## src/rtl/mem_bus_pkg.sv

```systemverilog
// mem_bus_pkg: shared types and constants for the memory-bus router.
// FSM state and decoded-region enums, GPIO register offsets.
package mem_bus_pkg;

    typedef enum logic [1:0] {
        ST_IDLE,
        ST_STOR_WAIT,
        ST_RESP
    } state_t;

    typedef enum logic [2:0] {
        REG_GPIO,
        REG_TIMER,
        REG_SRAM,
        REG_EXT,
        REG_RSVD
    } region_t;

    // Byte offsets of the GPIO registers from GPIO_BASE
    localparam logic [3:0] GPIO_OFF_DIR = 4'h0;
    localparam logic [3:0] GPIO_OFF_OUT = 4'h4;
    localparam logic [3:0] GPIO_OFF_IN  = 4'h8;

endpackage

```

## src/rtl/mem_bus_gpio_regs.sv

```systemverilog
// mem_bus_gpio_regs: GPIO DIR/OUT registers with byte-masked writes,
// 2-flop input synchroniser and register read mux.
// i_widx is the word index (byte offset [3:2]) within the GPIO block.
module mem_bus_gpio_regs
    import mem_bus_pkg::*;
#(
    parameter int unsigned N_GPIO = 10
) (
    input  logic                        clk,
    input  logic                        rst,
    input  logic                        i_we,
    input  logic [1:0]                  i_widx,
    input  logic [(N_GPIO+7)/8-1:0]     i_be,
    input  logic [N_GPIO-1:0]           i_wdata,
    output logic [N_GPIO-1:0]           o_rdata,
    input  logic [N_GPIO-1:0]           gpio_in,
    output logic [N_GPIO-1:0]           gpio_out,
    output logic [N_GPIO-1:0]           gpio_oe
);

    logic [N_GPIO-1:0] r_dir;
    logic [N_GPIO-1:0] r_out;
    logic [N_GPIO-1:0] r_sync1;
    logic [N_GPIO-1:0] r_sync2;
    logic [N_GPIO-1:0] w_mask;

    // Expand byte enables into a per-bit write mask
    always_comb begin
        w_mask = '0;
        for (int unsigned i = 0; i < N_GPIO; i++) begin
            w_mask[i] = i_be[i/8];
        end
    end

    // Register state: DIR/OUT writes and the pad-input synchroniser
    always_ff @(posedge clk or posedge rst) begin
        if (rst) begin
            r_dir   <= '1;
            r_out   <= '0;
            r_sync1 <= '0;
            r_sync2 <= '0;
        end else begin
            r_sync1 <= gpio_in;
            r_sync2 <= r_sync1;
            if (i_we && i_widx == GPIO_OFF_DIR[3:2]) begin
                r_dir <= (r_dir & ~w_mask) | (i_wdata & w_mask);
            end
            if (i_we && i_widx == GPIO_OFF_OUT[3:2]) begin
                r_out <= (r_out & ~w_mask) | (i_wdata & w_mask);
            end
        end
    end

    // Read mux over the three registers
    always_comb begin
        o_rdata = '0;
        case (i_widx)
            GPIO_OFF_DIR[3:2]: o_rdata = r_dir;
            GPIO_OFF_OUT[3:2]: o_rdata = r_out;
            GPIO_OFF_IN[3:2]:  o_rdata = r_sync2;
            default:           o_rdata = '0;
        endcase
    end

    assign gpio_out = r_out;
    assign gpio_oe  = ~r_dir;

endmodule

```

## src/rtl/mem_bus_router.sv

```systemverilog
// mem_bus_router: routes the Vicuna/Ibex data port to GPIO, timer,
// SRAM scratch and external storage, one transaction outstanding.
// Optional feature macro: MEM_BUS_TIMEOUT_EN (storage wait timeout).
module mem_bus_router
    import mem_bus_pkg::*;
#(
    parameter int unsigned MEM_W          = 32,
    parameter int unsigned N_GPIO         = 10,
    parameter logic [31:0] GPIO_BASE      = 32'h0000_0100,
    parameter logic [31:0] TIMER_BASE     = 32'h0000_0110,
    parameter logic [31:0] SRAM_BASE      = 32'h0000_1000,
    parameter logic [31:0] EXT_BASE       = 32'h0000_2000,
    parameter bit          EXT_READ_ONLY  = 1'b1,
    parameter int unsigned TIMEOUT_CYCLES = 1024
) (
    input  logic                 clk,
    input  logic                 rst,
    input  logic                 vproc_mem_req_o,
    output logic                 vproc_mem_gnt_i,
    input  logic [31:0]          vproc_mem_addr_o,
    input  logic                 vproc_mem_we_o,
    input  logic [MEM_W/8-1:0]   vproc_mem_be_o,
    input  logic [MEM_W-1:0]     vproc_mem_wdata_o,
    output logic                 vproc_mem_rvalid_i,
    output logic                 vproc_mem_err_i,
    output logic [MEM_W-1:0]     vproc_mem_rdata_i,
    output logic                 stor_req,
    output logic                 stor_we,
    output logic [31:0]          stor_addr,
    output logic [MEM_W/8-1:0]   stor_be,
    output logic [MEM_W-1:0]     stor_wdata,
    input  logic [MEM_W-1:0]     stor_rdata,
    input  logic                 stor_valid,
    input  logic                 timer_is_high,
    output logic [31:0]          timer_set_val,
    output logic                 set_timer,
    input  logic [N_GPIO-1:0]    gpio_in,
    output logic [N_GPIO-1:0]    gpio_out,
    output logic [N_GPIO-1:0]    gpio_oe
);

    localparam int unsigned GB = (N_GPIO + 7) / 8;

    state_t              r_state;
    logic                r_gnt;
    logic                r_rvalid;
    logic                r_err;
    logic [MEM_W-1:0]    r_rdata;
    logic                r_stor_req;
    logic                r_stor_we;
    logic [31:0]         r_stor_addr;
    logic [MEM_W/8-1:0]  r_stor_be;
    logic [MEM_W-1:0]    r_stor_wdata;
    logic                r_set_timer;
    logic [31:0]         r_timer_set_val;

    region_t             w_region;
    logic                w_accept;
    logic                w_misal;
    logic [1:0]          w_widx;
    logic                w_fault;
    logic                w_is_stor;
    logic                w_gpio_we;
    logic [N_GPIO-1:0]   w_gpio_rd;
    logic [MEM_W-1:0]    w_rd;

`ifdef MEM_BUS_TIMEOUT_EN
    localparam int unsigned TMO_W = $clog2(TIMEOUT_CYCLES + 1);
    localparam logic [TMO_W-1:0] TMO_LAST = TMO_W'(TIMEOUT_CYCLES - 1);
    logic [TMO_W-1:0]    r_tmo;
`endif

    // GPIO_BASE is word aligned, so a 2-bit subtract yields offset[3:2] exactly
    assign w_widx   = vproc_mem_addr_o[3:2] - GPIO_BASE[3:2];
    assign w_misal  = (vproc_mem_addr_o[1:0] != 2'b00);
    assign w_accept = vproc_mem_req_o & r_gnt;

    // Region decode in priority order GPIO, TIMER, SRAM, EXT, reserved
    always_comb begin
        w_region = REG_RSVD;
        if (vproc_mem_addr_o >= GPIO_BASE && vproc_mem_addr_o <= GPIO_BASE + 32'h0000_000B)
            w_region = REG_GPIO;
        else if (vproc_mem_addr_o[31:2] == TIMER_BASE[31:2])
            w_region = REG_TIMER;
        else if (vproc_mem_addr_o >= SRAM_BASE && vproc_mem_addr_o < EXT_BASE)
            w_region = REG_SRAM;
        else if (vproc_mem_addr_o >= EXT_BASE)
            w_region = REG_EXT;
    end

    // Fault classification and register read data for the presented request
    always_comb begin
        w_fault   = 1'b0;
        w_is_stor = 1'b0;
        w_rd      = '0;
        case (w_region)
            REG_GPIO: begin
                w_fault = w_misal ||
                          (vproc_mem_we_o && w_widx == GPIO_OFF_IN[3:2]);
                w_rd[N_GPIO-1:0] = w_gpio_rd;
            end
            REG_TIMER: begin
                w_fault = w_misal;
                w_rd[0] = timer_is_high;
            end
            REG_SRAM: begin
                w_is_stor = 1'b1;
            end
            REG_EXT: begin
                w_fault   = EXT_READ_ONLY && vproc_mem_we_o;
                w_is_stor = !w_fault;
            end
            default: begin
                w_fault = 1'b1;
            end
        endcase
    end

    assign w_gpio_we = w_accept && (w_region == REG_GPIO) && !w_fault && vproc_mem_we_o;

    mem_bus_gpio_regs #(
        .N_GPIO (N_GPIO)
    ) u_gpio (
        .clk      (clk),
        .rst      (rst),
        .i_we     (w_gpio_we),
        .i_widx   (w_widx),
        .i_be     (vproc_mem_be_o[GB-1:0]),
        .i_wdata  (vproc_mem_wdata_o[N_GPIO-1:0]),
        .o_rdata  (w_gpio_rd),
        .gpio_in  (gpio_in),
        .gpio_out (gpio_out),
        .gpio_oe  (gpio_oe)
    );

    // Transaction FSM with registered bus, storage and timer outputs
    always_ff @(posedge clk or posedge rst) begin
        if (rst) begin
            r_state         <= ST_IDLE;
            r_gnt           <= 1'b1;
            r_rvalid        <= 1'b0;
            r_err           <= 1'b0;
            r_rdata         <= '0;
            r_stor_req      <= 1'b0;
            r_stor_we       <= 1'b0;
            r_stor_addr     <= '0;
            r_stor_be       <= '0;
            r_stor_wdata    <= '0;
            r_set_timer     <= 1'b0;
            r_timer_set_val <= '0;
`ifdef MEM_BUS_TIMEOUT_EN
            r_tmo           <= '0;
`endif
        end else begin
            r_set_timer <= 1'b0;
            case (r_state)
                ST_IDLE: begin
                    if (w_accept) begin
                        r_gnt <= 1'b0;
                        if (w_fault) begin
                            r_state  <= ST_RESP;
                            r_rvalid <= 1'b1;
                            r_err    <= 1'b1;
                            r_rdata  <= '0;
                        end else if (w_is_stor) begin
                            r_state      <= ST_STOR_WAIT;
                            r_stor_req   <= 1'b1;
                            r_stor_we    <= vproc_mem_we_o;
                            r_stor_addr  <= vproc_mem_addr_o;
                            r_stor_be    <= vproc_mem_be_o;
                            r_stor_wdata <= vproc_mem_wdata_o;
`ifdef MEM_BUS_TIMEOUT_EN
                            r_tmo        <= '0;
`endif
                        end else begin
                            r_state  <= ST_RESP;
                            r_rvalid <= 1'b1;
                            r_err    <= 1'b0;
                            r_rdata  <= vproc_mem_we_o ? '0 : w_rd;
                            if (w_region == REG_TIMER && vproc_mem_we_o) begin
                                r_set_timer     <= 1'b1;
                                r_timer_set_val <= vproc_mem_wdata_o[31:0];
                            end
                        end
                    end
                end
                ST_STOR_WAIT: begin
                    if (stor_valid) begin
                        r_state    <= ST_RESP;
                        r_stor_req <= 1'b0;
                        r_rvalid   <= 1'b1;
                        r_err      <= 1'b0;
                        r_rdata    <= r_stor_we ? '0 : stor_rdata;
                    end
`ifdef MEM_BUS_TIMEOUT_EN
                    else if (r_tmo == TMO_LAST) begin
                        r_state    <= ST_RESP;
                        r_stor_req <= 1'b0;
                        r_rvalid   <= 1'b1;
                        r_err      <= 1'b1;
                        r_rdata    <= '0;
                    end else begin
                        r_tmo <= r_tmo + 1'b1;
                    end
`endif
                end
                ST_RESP: begin
                    r_state  <= ST_IDLE;
                    r_gnt    <= 1'b1;
                    r_rvalid <= 1'b0;
                    r_err    <= 1'b0;
                    r_rdata  <= '0;
                end
                default: begin
                    r_state <= ST_IDLE;
                    r_gnt   <= 1'b1;
                end
            endcase
        end
    end

    assign vproc_mem_gnt_i    = r_gnt;
    assign vproc_mem_rvalid_i = r_rvalid;
    assign vproc_mem_err_i    = r_err;
    assign vproc_mem_rdata_i  = r_rdata;
    assign stor_req           = r_stor_req;
    assign stor_we            = r_stor_we;
    assign stor_addr          = r_stor_addr;
    assign stor_be            = r_stor_be;
    assign stor_wdata         = r_stor_wdata;
    assign set_timer          = r_set_timer;
    assign timer_set_val      = r_timer_set_val;

endmodule

```

## config.mk

```make
export PLATFORM = sky130hd
export DESIGN_NAME = mem_bus_router
export DESIGN_NICKNAME = d
export VERILOG_FILES = /design/src/rtl/mem_bus_pkg.sv /design/src/rtl/mem_bus_gpio_regs.sv /design/src/rtl/mem_bus_router.sv
export SDC_FILE = /design/constraint.sdc
export NUM_CORES = 1
export LEC_CHECK = 0
export BUFFER_PORTS_ARGS = -buffer_cell sky130_fd_sc_hd__buf_4
export CAP_MARGIN = 20
export CORE_MARGIN = 8
export CORE_UTILIZATION = 50
export CTS_CLUSTER_DIAMETER = 40
export DETAILED_ROUTE_END_ITERATION = 7
export PLACE_DENSITY = 0.81
export SYNTH_ARGS = -nofsm -noshare
export SYNTH_HDL_FRONTEND = slang
export SYNTH_SLANG_ARGS = --single-unit
```

## constraint.sdc

```tcl
create_clock -name clk -period 7.4 [get_ports clk]
set_clock_uncertainty 0.15 [all_clocks]
set_input_delay 1.11 -clock clk [delete_from_list [all_inputs] [get_ports clk]]
set_output_delay 1.11 -clock clk [all_outputs]
set_load 0.005 [all_outputs]
```

==> run_results.csv <==
group,metric,value,unit
run_status,status,"completed",
power,powerDensity,330.7,mW/mm^2
routing,routed_via_density,5.287,
sta,rsz0062_at_grt,"false",
placed_design,port_buffers,273,
power,seqPwrFrac,0.399,
die,ios,274,
final_layout,drive_gt1_frac,0.5597,
worst_hold_path,hold_depth,0,
final_layout,nets,935,
worst_hold_path,hp-class,"reg2reg",
yosys,yosysUniqueCellTypes,49,
yosys,synthTopCellsByCount,"dfrtp_1, mux2_2, inv_1",
routing,vias,5356,
global_route,grt_pass1_vias,6006,
critical_path,r2r_cells,7,
power,leakagePower,5.081,nW
clock_network,cts_buffer_depth,2,
worst_hold_path,hold_path_end,"u_gpio.r_sync2[2]$_DFF_PP0_",
critical_path,reg2reg_slack,4.54,ns
power,internal_power,0.002473,W
yosys,synth_xor_area_frac,0,
die,coreArea,0.01459,sq mm
final_layout,fillers,1018,
yosys,synth_fa_ha_area_frac,0.005024,
critical_path,r2r-start,"r_state[0]$_DFFE_PP0P_",
critical_path,critPathBufInv,2,
yosys,avgSynthCellArea,13.73,sq um
global_route,antenna_found_initial,0,
yosys,synth_warnings,0,
sta,maxSlewViolCount,0,
yosys,ys_seq_elements,180,
yosys,synth_top_family_by_area,"multiplexers",
critical_path,cpPeakStageDelay,0.62,ns
clock_network,cts.clk_slew.worst_paths,0.06,ns
routing,initialDrtViolationCount,228,
die,num_rows,44,
clock_network,cts.sinks,180,
critical_path,cpMaxStageDelayCell,"and3b_4",
worst_hold_path,hold_start,"u_gpio.r_sync1[2]$_DFF_PP0_",
placed_design,dp_hpwl,15000,microns
yosys,yosysTopAreaCell,"dfrtp_1",
yosys,synthArstFlopShare,1.000,
global_route,grt_max_degree,109,
routing,avgRoutedWirePerCell,20.18,microns
sta,fin_setup_tns,0,ns
critical_path,worstPathMaxFanout,47,
die,die_area,0.01911,sq mm
sta,slew_headroom,0.3398,
yosys,synth_top_area_frac,0.5661,
placed_design,dp_cells,979,
sta,setup_ws,3.782,ns
critical_path,rr_endpoint,"vproc_mem_rdata_i[4]$_DFFE_PP0P_",
clock_network,cts-root-buf,"clkbuf_16",
run,maxCapViolations,0,
critical_path,crit_arrival,3.77,ns
critical_path,crit_chain,"buf_4 -> nor4_2 -> nand4_2 -> o21ai_0 -> and3b_4 -> buf_12 -> mux2_2",
die,initial_utilization,0.5121,
yosys,seq_area_frac_synth,0.6048,
clock_network,cts_setup_buffers,0,
sta,fmax,276.4,MHz
final_layout,instances_no_fill,1013,
final_layout,diodes,0,
sta,hold_viol,0,
die,die_w,138.2,microns
final_layout,area_growth,38.82,%
clock_network,cts_max_level,4,
critical_path,start_kind,"primary input",
sta,timing.final.crit_share,0.4889,
critical_path,cp-end-kind,"flop",
critical_path,critical_path_class,"in2reg",
power,peakVddDrop,0.1716,mV
yosys,synthSimpleGateAreaFrac,0.07319,
final_layout,multiInputGateArea,0.002685,sq mm
routing,ant_nets,0,
power,p_sw,0.0009573,W
clock_network,clk_latency,0.41,ns
global_route,track_usage,0.2123,
power,swShare,0.2791,
yosys,synthMuxAreaShare,0.2482,
global_route,overflow,0,
yosys,synth_edf_count,0,
yosys,synth_ff_type,"dfrtp_1",
yosys,yosysMostFrequentCell,"dfrtp_1",
yosys,synthCells,544,
routing,wirelength,20450,microns
clock_network,post_cts_resized,0,
critical_path,crit_family,"simple AND/OR/NAND/NOR gates",
sta,setup_viol,0,
final_layout,seqCellArea,0.004518,sq mm
clock_network,cts_hold_buffers,0,
routing,drc_errors,0,
die,die_height,138.2,microns
yosys,synth_area,0.007471,sq mm
clock_network,cts_buffers,17,
yosys,synth_nets,663,
placed_design,post-place-ws,3.163,ns
yosys,yosys-top-cells-area,"dfrtp_1, mux2_2, mux2i_1",
power,combinationalPowerShare,0.306,
placed_design,gp_congestion,0.8058,
global_route,grt_first_pass_wirelength,32570,microns
sta,worst_pin_slew,0.9882,ns
yosys,synth-compound-area-share,0.02881,
sta,period_needed,3.618,ns
routing,dr.pass1.iters,5,
critical_path,critical_path_required,7.55,ns
power,clockPowerShare,0.295,
clock_network,cts_tree,"done",
-- layout by cell type, fill, tap and decap left out, types with 3 or more instances in the layout --
cell type	count
bufinv_16	5
dfstp_2	11
ha_1	3
nand3_1	5
nor3_1	5
mux2_2	119
buf_4	276
nand4_1	8
clkbuf_16	17
and3_1	4
nor4_2	4
nand2_1	34
nor2_1	13
a31oi_1	3
o21ai_0	10
dfrtp_1	169
mux2i_1	33
inv_6	5
mux2_4	10
inv_1	39
a21oi_1	12
or3_1	3
mux2_1	3
-- per-stage QoR --
stage | power [W] | instance area (sq um) | utilization | hold slack (ns)
finish | 0.003430 | 10370 | 0.7109 | 0.1985
global route | 0.003590 | 10370 | 0.7109 | 0.2092
CTS | 0.003460 | 10330 | 0.7081 | 0.1986
detailed placement | 0.002437 | 9661 | 0.6622 | 0.1847
global placement | 0.002387 | 9661 | 0.6622 | 0.1815
floorplan | 0.001877 | 7471 | - | 0.1812
-- layer usage --
metal  wire length (microns)  up-vias  GRT usage
met5                       0        -          0
li1                        -     2428          -
met3                    1347       35    0.06370
met1                    7778     2688     0.2348
met4                     591        0    0.09554
met2                   10730      205     0.3692
-- worst max-delay path by stage --
stage,end,depth (start not counted),startpoint
after floorplan,async pin,1,rst
after global placement,timer_set_val[26]$_DFFE_PP0P_,6,vproc_mem_addr_o[9]
after detailed placement,timer_set_val[26]$_DFFE_PP0P_,6,vproc_mem_addr_o[9]
after CTS,timer_set_val[26]$_DFFE_PP0P_,6,vproc_mem_addr_o[9]
after global routing,stor_addr[27]$_DFFE_PP0P_,7,vproc_mem_addr_o[29]
final,stor_addr[27]$_DFFE_PP0P_,7,vproc_mem_addr_o[29]
-- area by class of cell --
class / instances / share of cell area
flip-flops and latches: 180 / 0.4356
clock inverters: 12 / 0.02063
well taps: 184 / 0.02220
clock buffers: 20 / 0.04403
repair buffers: 278 / 0.2036
multi-input cells: 299 / 0.2589
inverters: 40 / 0.01496
-- power groups by stage --
stage	logic [W]	registers, W	clock network (W)
global route	0.00112	0.00140	0.00107
detailed placement	0.00106	0.00138	0
global placement	0.00102	0.00137	0
floorplan	0.000500	0.00138	0
CTS	0.00106	0.00137	0.00103
finish	0.00105	0.00137	0.00101
-- kinds of logic (layout without fill, tap and decap cells) --
kind of cell    count (synthesis)  in the layout
fa+ha+maj                       3              3
compound gates                 36             36
simple gates                   95             95
buf+inv                        65            350
mux                           165            165
flops                         180            180
No activity file was read; power rests on OpenSTA's default activity.
